===== src/rtl/rotor_enigma_stream_pkg.sv =====
// Shared constants and helpers for the rotor cipher stream.
// Alphabet size, ASCII base, rotor keys and mod-26 reduction.
package rotor_enigma_stream_pkg;

   localparam int ALPHA = 26;
   localparam logic [7:0] ASCII_A = 8'h41;

   function automatic logic [4:0] rotor_key(input int i);
      return 5'(2 * i + 1);
   endfunction

   function automatic logic [4:0] mod26(input logic [7:0] v);
      return 5'(v % 8'(ALPHA));
   endfunction

endpackage


===== src/rtl/rotor_enigma_stream_if.sv =====
// Character stream handshake bundle.
// Input side valid/ready/char and output side valid/ready/char.
interface rotor_enigma_stream_if;

   logic       in_valid;
   logic       in_ready;
   logic [7:0] in_char;
   logic       out_valid;
   logic       out_ready;
   logic [7:0] out_char;

   modport master (
      output in_valid, in_char, out_ready,
      input  in_ready, out_valid, out_char
   );

   modport slave (
      input  in_valid, in_char, out_ready,
      output in_ready, out_valid, out_char
   );

endinterface


===== src/rtl/rotor_enigma_stream_rotors.sv =====
// Odometer-style rotor positions with load and step.
// Exports S, the keyed position sum of the current positions.
module enigma_rotor_stack
   import rotor_enigma_stream_pkg::*;
#(
   parameter int NUM_ROTORS = 3,
   parameter int POS_W      = 5
) (
   input  logic                        clk,
   input  logic                        rst,
   input  logic                        load,
   input  logic [NUM_ROTORS*POS_W-1:0] start_pos,
   input  logic                        step,
   output logic [6:0]                  s_sum
);

   logic [POS_W-1:0]      pos [NUM_ROTORS];
   logic [NUM_ROTORS-1:0] carry;

   // carry ripples up while lower rotors sit on their last letter
   always_comb begin
      carry[0] = step;
      for (int i = 1; i < NUM_ROTORS; i++)
         carry[i] = carry[i-1] && (pos[i-1] == POS_W'(ALPHA - 1));
   end

   // keyed position sum sampled by the pipeline before stepping
   always_comb begin
      s_sum = '0;
      for (int i = 0; i < NUM_ROTORS; i++)
         s_sum = s_sum + 7'(mod26(8'(pos[i]) + 8'(rotor_key(i))));
   end

   // positions: reset, load with single wrap fold, or step
   always_ff @(posedge clk) begin
      for (int i = 0; i < NUM_ROTORS; i++) begin
         if (rst)
            pos[i] <= '0;
         else if (load)
            pos[i] <= (start_pos[i*POS_W +: POS_W] >= POS_W'(ALPHA))
                    ? start_pos[i*POS_W +: POS_W] - POS_W'(ALPHA)
                    : start_pos[i*POS_W +: POS_W];
         else if (carry[i])
            pos[i] <= (pos[i] == POS_W'(ALPHA - 1)) ? '0 : pos[i] + 1'b1;
      end
   end

endmodule


===== src/rtl/rotor_enigma_stream.sv =====
// Two-stage reciprocal rotor cipher on an ASCII stream.
// Letters are substituted; everything else passes unchanged.
module rotor_enigma_stream
   import rotor_enigma_stream_pkg::*;
#(
   parameter int NUM_ROTORS = 3,
   parameter int POS_W      = 5
) (
   input  logic                        clk,
   input  logic                        rst,
   input  logic                        load,
   input  logic [NUM_ROTORS*POS_W-1:0] start_pos,
   rotor_enigma_stream_if.slave        bus
);

   logic       advance;
   logic       accept;
   logic       is_letter;
   logic [6:0] s_sum;

   logic       v1;
   logic       l1;
   logic [7:0] c1;
   logic [4:0] x1;
   logic [6:0] s1;

   logic       ov_q;
   logic [7:0] oc_q;
   logic [4:0] t2;
   logic [4:0] idx;

   assign advance      = !ov_q || bus.out_ready;
   assign bus.in_ready = advance && !load && !rst;
   assign accept       = bus.in_valid && bus.in_ready;
   assign is_letter    = (bus.in_char >= ASCII_A)
                      && (bus.in_char <= 8'h5A);

   assign bus.out_valid = ov_q;
   assign bus.out_char  = oc_q;

   // 77 = 25 + 52 keeps the difference positive before reducing
   assign t2  = mod26({s1, 1'b0});
   assign idx = mod26(8'd77 - 8'(x1) - 8'(t2));

   enigma_rotor_stack #(
      .NUM_ROTORS (NUM_ROTORS),
      .POS_W      (POS_W)
   ) u_rotors (
      .clk       (clk),
      .rst       (rst),
      .load      (load),
      .start_pos (start_pos),
      .step      (accept && is_letter),
      .s_sum     (s_sum)
   );

   // stage 1: capture class, letter index and pre-step S
   always_ff @(posedge clk) begin
      if (rst) begin
         v1 <= 1'b0;
         l1 <= 1'b0;
         c1 <= '0;
         x1 <= '0;
         s1 <= '0;
      end else if (advance) begin
         v1 <= accept;
         l1 <= is_letter;
         c1 <= bus.in_char;
         x1 <= bus.in_char[4:0] - 5'(ASCII_A);
         s1 <= s_sum;
      end
   end

   // stage 2: substituted or passed-through output character
   always_ff @(posedge clk) begin
      if (rst) begin
         ov_q <= 1'b0;
         oc_q <= '0;
      end else if (advance) begin
         ov_q <= v1;
         oc_q <= l1 ? ASCII_A + 8'(idx) : c1;
      end
   end

endmodule


===== src/flat_wrapper.sv =====
// flat-port wrapper written by rule: the top's interface ports become plain ports
module rotor_enigma_stream_flat import rotor_enigma_stream_pkg::*;
#(
   parameter int NUM_ROTORS = 3,
   parameter int POS_W      = 5
)
  (clk, rst, load, start_pos, bus_in_valid, bus_in_char, bus_out_ready, bus_in_ready, bus_out_valid, bus_out_char);
  rotor_enigma_stream_if bus_i ();
  input  logic clk;
  input  logic rst;
  input  logic load;
  input  logic [NUM_ROTORS*POS_W-1:0] start_pos;
  input wire logic [$bits(bus_i.in_valid)-1:0] bus_in_valid;
  input wire logic [$bits(bus_i.in_char)-1:0] bus_in_char;
  input wire logic [$bits(bus_i.out_ready)-1:0] bus_out_ready;
  output wire logic [$bits(bus_i.in_ready)-1:0] bus_in_ready;
  output wire logic [$bits(bus_i.out_valid)-1:0] bus_out_valid;
  output wire logic [$bits(bus_i.out_char)-1:0] bus_out_char;
  assign bus_i.in_valid = bus_in_valid;
  assign bus_i.in_char = bus_in_char;
  assign bus_i.out_ready = bus_out_ready;
  assign bus_in_ready = bus_i.in_ready;
  assign bus_out_valid = bus_i.out_valid;
  assign bus_out_char = bus_i.out_char;
  rotor_enigma_stream #(.NUM_ROTORS(NUM_ROTORS), .POS_W(POS_W)) u_core (.clk(clk), .rst(rst), .load(load), .start_pos(start_pos), .bus(bus_i));
endmodule

===== config.mk =====
export PLATFORM = sky130hd
export DESIGN_NAME = rotor_enigma_stream_flat
export DESIGN_NICKNAME = d
export VERILOG_FILES = /design/src/rtl/rotor_enigma_stream_pkg.sv /design/src/rtl/rotor_enigma_stream_if.sv /design/src/rtl/rotor_enigma_stream_rotors.sv /design/src/rtl/rotor_enigma_stream.sv /design/src/flat_wrapper.sv
export SDC_FILE = /design/constraint.sdc
export NUM_CORES = 1
export LEC_CHECK = 0
export ABC_AREA = 1
export BUFFER_PORTS_ARGS = -buffer_cell sky130_fd_sc_hd__buf_2
export CAP_MARGIN = 20
export CORE_MARGIN = 3
export CORE_UTILIZATION = 35
export DETAILED_ROUTE_END_ITERATION = 6
export PLACE_DENSITY = 0.62
export SLEW_MARGIN = 10
export SYNTH_ARGS = -nofsm -noshare
export SYNTH_HDL_FRONTEND = slang
export SYNTH_SLANG_ARGS = --single-unit

===== constraint.sdc =====
create_clock -name clk -period 6.4 [get_ports clk]
set_input_delay 1.28 -clock clk [delete_from_list [all_inputs] [get_ports clk]]
set_output_delay 1.28 -clock clk [all_outputs]
set_load 0.02 [all_outputs]

Word-level counts from Yosys, hierarchy flattened:

Memories as Yosys holds them, arrays and structs flattened.
Cells that the tools add are included.

* register bits after elaboration: 31
* memory bits (writable): 15
* input bits: 28
* output and inout bits: 10
* word-level logic and storage cells: 83
* memories kept: 1

* add/sub/neg operators: 15
* div/mod/pow operators: 5
* order comparisons: 5
* eq/ne operators: 3
* multiplexer cells: 30
* bitwise logic cells: 6
* reductions and logical operators: 11

Memory list
* u_core.u_rotors.pos: depth 3, width 5, rd ports 3, clocked after Yosys merged registers in 0, write ports 3, RTL line rotor_enigma_stream_rotors.sv:17 `logic [POS_W-1:0] pos [NUM_ROTORS];`

Operators with widths (count)
* two-way mux 5 bit: 12
* modulo 8 x 5 -> 8 bit, second input constant: 5
* two-way mux 1 bit: 17
* adder 5 x 1 -> 5 bit, second input constant: 3
* == test 5 bit, second input constant: 3
* greater-or-equal comparator 5 bit, second input constant: 3
* subtractor 5 bit, second input constant: 3
* adder 7 x 5 -> 8 bit, first input constant: 1
* greater-or-equal comparator 8 x 7 -> 1 bit, second input constant: 1
* <= comparator 8 x 7 -> 1 bit, second input constant: 1
* two-way mux 8 bit: 1
* subtractor 7 x 5 -> 8 bit, first input constant: 1
* subtractor 8 x 5 -> 8 bit: 1
* adder 6 x 5 -> 7 bit: 1
* logical AND 1 bit: 7
* adder 5 x 1 -> 6 bit, second input constant: 1
* adder 5 x 2 -> 6 bit, second input constant: 1
* adder 5 x 3 -> 6 bit, second input constant: 1
* adder 5 x 5 -> 6 bit: 1
* bitwise OR 1 bit: 6
* subtractor 5 x 1 -> 5 bit, second input constant: 1
* zero test 1 bit: 3
* logical OR 1 bit: 1

Longest topological paths before layout:

* word-level depth: 13
* gate-level depth with buffers: 49

Cells and area by module:

A second synthesis with hierarchy kept.

* cells, all modules: 667
* area total of the unflattened synthesis: 4561.9 um^2

Modules (own cells, without submodules)
* rotor_enigma_stream: times used 1, cells each 378, area an instance 2551.2 um^2, sequential area each 620.6 um^2
* enigma_rotor_stack: times used 1, cells each 289, area an instance 2010.7 um^2, sequential area each 450.4 um^2

Least setup slack after synthesis:

No wires, ideal clock.

* kind: reg-to-reg
* start point: register u_core.s1[4]
* end point: register u_core.oc_q[2], in the netlist u_core.bus.out_char[2]
* setup time: 0.117 ns
* arrival: 5.196 ns
* data required time: 6.283 ns
* slack: 1.087 ns
* cell stages (with the launch flop): 45
* buffers on the path: 0
* period minus slack after synthesis: 5.313 ns
* cell sequence: dfxtp_1 -> inv_2 -> a21oi_2 -> inv_2 -> nand2_1 -> nand2_1 -> nand2_2 -> nand2_2 -> nand2_4 -> xor2_2 -> nand2_2 -> nand2_2 -> nor2_2 -> nor2_4 -> inv_2 -> nand2_2 -> xor2_2 -> nand3_2 -> [... 9 more ...] -> nand3_1 -> and2_1 -> ha_1 -> nand2_1 -> nand3_1 -> a21oi_2 -> nand3_2 -> nand3_4 -> nand2_1 -> o21ai_4 -> nand3_2 -> nand2_2 -> nand2_1 -> and2_1 -> ha_1 -> xor2_1 -> a21oi_1 -> nor2_1

* cells in the longest elaborated chain, start to end: 5

RTL lines
* start: declaration: RTL line rotor_enigma_stream.sv:25 `logic [6:0] s1;`
* start signal: assignment: RTL line rotor_enigma_stream.sv:70 `s1 <= s_sum;`
* modulo 8 x 5 -> 8 bit: RTL line rotor_enigma_stream_pkg.sv:13 `return 5'(v % 8'(ALPHA));`
* subtractor 8 x 5 -> 8 bit: RTL line rotor_enigma_stream.sv:43 `assign idx = mod26(8'd77 - 8'(x1) - 8'(t2));`
* modulo 8 x 5 -> 8 bit: RTL line rotor_enigma_stream_pkg.sv:13
* adder 7 x 5 -> 8 bit: RTL line rotor_enigma_stream.sv:81 `oc_q <= l1 ? ASCII_A + 8'(idx) : c1;`
* two-way mux 8 bit: RTL line rotor_enigma_stream.sv:81
* end signal: assignment: RTL line rotor_enigma_stream.sv:81
* end: declaration: RTL line rotor_enigma_stream.sv:28 `logic [7:0] oc_q;`

Every way passes these cells.
A chain may end at the register's enable or synchronous reset.

Worst setup path after layout:

* start point: register u_core.s1[5]
* end point: register u_core.oc_q[2], in the netlist u_core.bus.out_char[2]

The elaborated chain is that of the path after synthesis.

==> results.json <==
{
  "seq_area_frac_synth": 0.253,
  "area_growth_syn_to_layout_pct": 12.5,
  "start_util": 0.364,
  "syn_inst": 610,
  "yosysWarnings": 0,
  "avgSynthCellArea_um2": 6.93,
  "fin_worst_skew_ps": 4.88,
  "netlist_area_mm2": 0.00423,
  "grt_pass1_wl_um": 15700,
  "hold_start": "u_core.c1[5]",
  "rr_endpoint": "u_core.bus.out_char[2]",
  "seqCellArea_mm2": 0.00107,
  "dr.pass1.iters": 4,
  "final_core_util": 0.410,
  "insertion_delay_ps": 290,
  "gr-usage-all-layers": 0.141,
  "end_kind": "flop",
  "path_buf_inv": 5,
  "antenna_left": 0,
  "num_vias": 3828,
  "min_path_type": "flop to flop",
  "dieArea_mm2": 0.0134,
  "fp.dieW_um": 116,
  "gp_congestion": 0.805,
  "synth-main-ff-cell": "dfxtp_1",
  "crit_fanout": 7,
  "worst_pin_slew_ps": 929,
  "relSlewSlack": 0.380,
  "drive_gt1_frac": 0.147,
  "fill_cells": 1225,
  "h-tree-depth": 2,
  "synth_common_cells": "nand2_1, inv_1, o21ai_0",
  "worstPathArrival_ps": 5970,
  "maxCapViolCount": 0,
  "synth_edf_count": 15,
  "fp.dieH_um": 116,
  "max_freq_ghz": 0.173,
  "synth.net_count": 681,
  "port-buffer-count": 37,
  "ys_top_cells_by_area": "dfxtp_1, edfxtp_1, ha_1",
  "numCtsBuffers": 5,
  "fin_crit_sh": 0.903,
  "cts_buffer_depth": 2,
  "startpoint": "u_core.s1[5]",
  "setup_viol": 0,
  "grt_overflow_total": 0,
  "root_buffer": "clkbuf_16",
  "cts_sinks": 46,
  "vias_per_cell": 4.85,
  "synth_cell_types": 46,
  "synth_top_area_frac": 0.147,
  "worst_path_largest_cell_delay_ps": 380,
  "yosysTopAreaCell": "dfxtp_1",
  "antenna_found_initial": 0,
  "cp-start-kind": "flop",
  "cts.clk_slew.worst_paths_ps": 70,
  "crit_type": "flop to flop",
  "slowest_stage": "ha_2",
  "antennaDiodeCount": 0,
  "initialDrtViolationCount": 195,
  "routedWlPerCell_um": 11.7,
  "cts_tree": "built",
  "ys_async_sr_fraction": 0,
  "r2r_setup_slack_ps": 620,
  "rsz0062_at_grt": "false",
  "yosysMostFrequentCell": "nand2_1",
  "drt_wl_total_um": 9240,
  "crit_top_cell": "nand2_1",
  "core_area_mm2": 0.0116,
  "r2r-start": "u_core.s1[5]",
  "min_to": "u_core.c1[5]",
  "final-hold-violation-count": 0,
  "grt_pass1_vias": 3526,
  "grt_max_degree": 36,
  "synth-seq-cells": 46,
  "boundaryPins": 38,
  "rr_worst_depth": 45,
  "route.detailed.drc": 0,
  "whs_path_depth": 2,
  "crit_required_ps": 6580,
  "placementRows": 39,
  "timing.final.crit_period_ps": 5780,
  "fin_setup_tns_ps": 0,
  "maxSlewViolCount": 0,
  "outcome": "completed",
  "cp_top_family": "simple AND/OR/NAND/NOR gates",
  "multi_input_area_mm2": 0.00273,
  "hpwl_um": 7180,
  "nets": 716
}
==> worst max-delay path by stage <==
stage                                  end  slack (ps)  cells past startpoint
floorplan           u_core.bus.out_char[2]        1090                     44
global placement    u_core.bus.out_char[2]         840                     44
detailed placement  u_core.bus.out_char[2]         570                     44
CTS                 u_core.bus.out_char[2]         520                     44
global route        u_core.bus.out_char[2]           4                     45
finish              u_core.bus.out_char[2]         620                     45
==> stage by stage <==
step | cell area, um2 | worst slack, ps | hold WS (ps) | cells
final | 4760 | 619 | 451 | 789
after CTS | 4720 | 523 | 451 | 789
after floorplan | 4230 | 1090 | 424 | 610
after global placement | 4560 | 838 | 439 | 781
after global routing | 4760 | 3.59 | 481 | 789
after detailed placement | 4560 | 574 | 443 | 781
==> kinds of logic (layout without fill, tap and decap cells) <==
group                    Yosys count  after routing  synth area share
flip-flops                        46             46             0.253
AO/OA/AOI/OAI                    120            120             0.162
AND/OR/NAND/NOR                  249            249             0.270
adder cells (fa/ha/maj)           43             43             0.140
XOR/XNOR                          28             28            0.0651
buffers and inverters            124            160             0.110
==> flip-flops by register name, summed over array words and instances, names as in the netlist <==
register / flops
u_core.v1: 1
u_core.s1: 7
u_core.bus.out_char: 8
u_core.l1: 1
u_core.bus.out_valid: 1
u_core.c1: 8
u_core.x1: 5
u_core.u_rotors.pos: 15
==> per-layer routing <==
metal / global-route usage / part of all wire / up-vias / wire length, um
met5: 0 / 0 / - / 0
met4: 0.0410 / 0.011 / 0 / 106
met3: 0.0204 / 0.032 / 7 / 296
met2: 0.241 / 0.47 / 60 / 4360
met1: 0.186 / 0.48 / 1710 / 4480
li1: - / - / 2051 / -
==> repair_timing <==
action | 4_1_cts | 5_1_grt
resized for setup | 0 | 7
hold buffers | 0 | 0
setup buffers | 0 | 0
setup endpoints to repair | 0 | 3
==> cell usage in the layout, fill, tap and decap left out, types with 2 or more instances in the layout <==
cell,instances
nand2_1,116
inv_1,99
o21ai_0,55
nor2_1,46
nand3_1,37
buf_2,37
ha_1,35
a21oi_1,34
dfxtp_1,30
xor2_1,21
edfxtp_1,15
inv_2,14
nand2_2,10
nand4_1,10
nand3_2,7
fa_1,7
nor3_1,6
clkbuf_16,6
a31oi_1,4
or2_1,4
o22ai_1,4
xnor2_1,3
a21oi_2,3
nor2_2,3
xor2_2,3
o32ai_1,3
o211ai_1,3
and2_1,2
nand2_4,2
o21ai_1,2
a211oi_1,2
==> worst reg2reg max path, delay by kind of cell, from the launching register on <==
| kind | cells | cell delay (ps) |
|---|---|---|
| and+or+nand+nor | 29 | 2760 |
| adders and majority gates | 4 | 1100 |
| AOI/OAI and AO/OA | 5 | 770 |
| xor gates and xnor gates | 2 | 360 |
| DFF | 1 | 350 |
| buffers and inverters | 5 | 340 |
==> final cells by class <==
type | count | share of cell area
Tap cell | 143 | 0.0376
Timing Repair Buffer | 38 | 0.0405
Clock buffer | 7 | 0.0323
Clock inverter | 1 | 0.00131
Sequential cell | 46 | 0.225
Inverter | 114 | 0.0899
Multi-Input combinational cell | 440 | 0.573
Power is left out: the tool's default activity adds up to more than one toggle a clock period on the data nets, which glitch-free logic cannot reach.
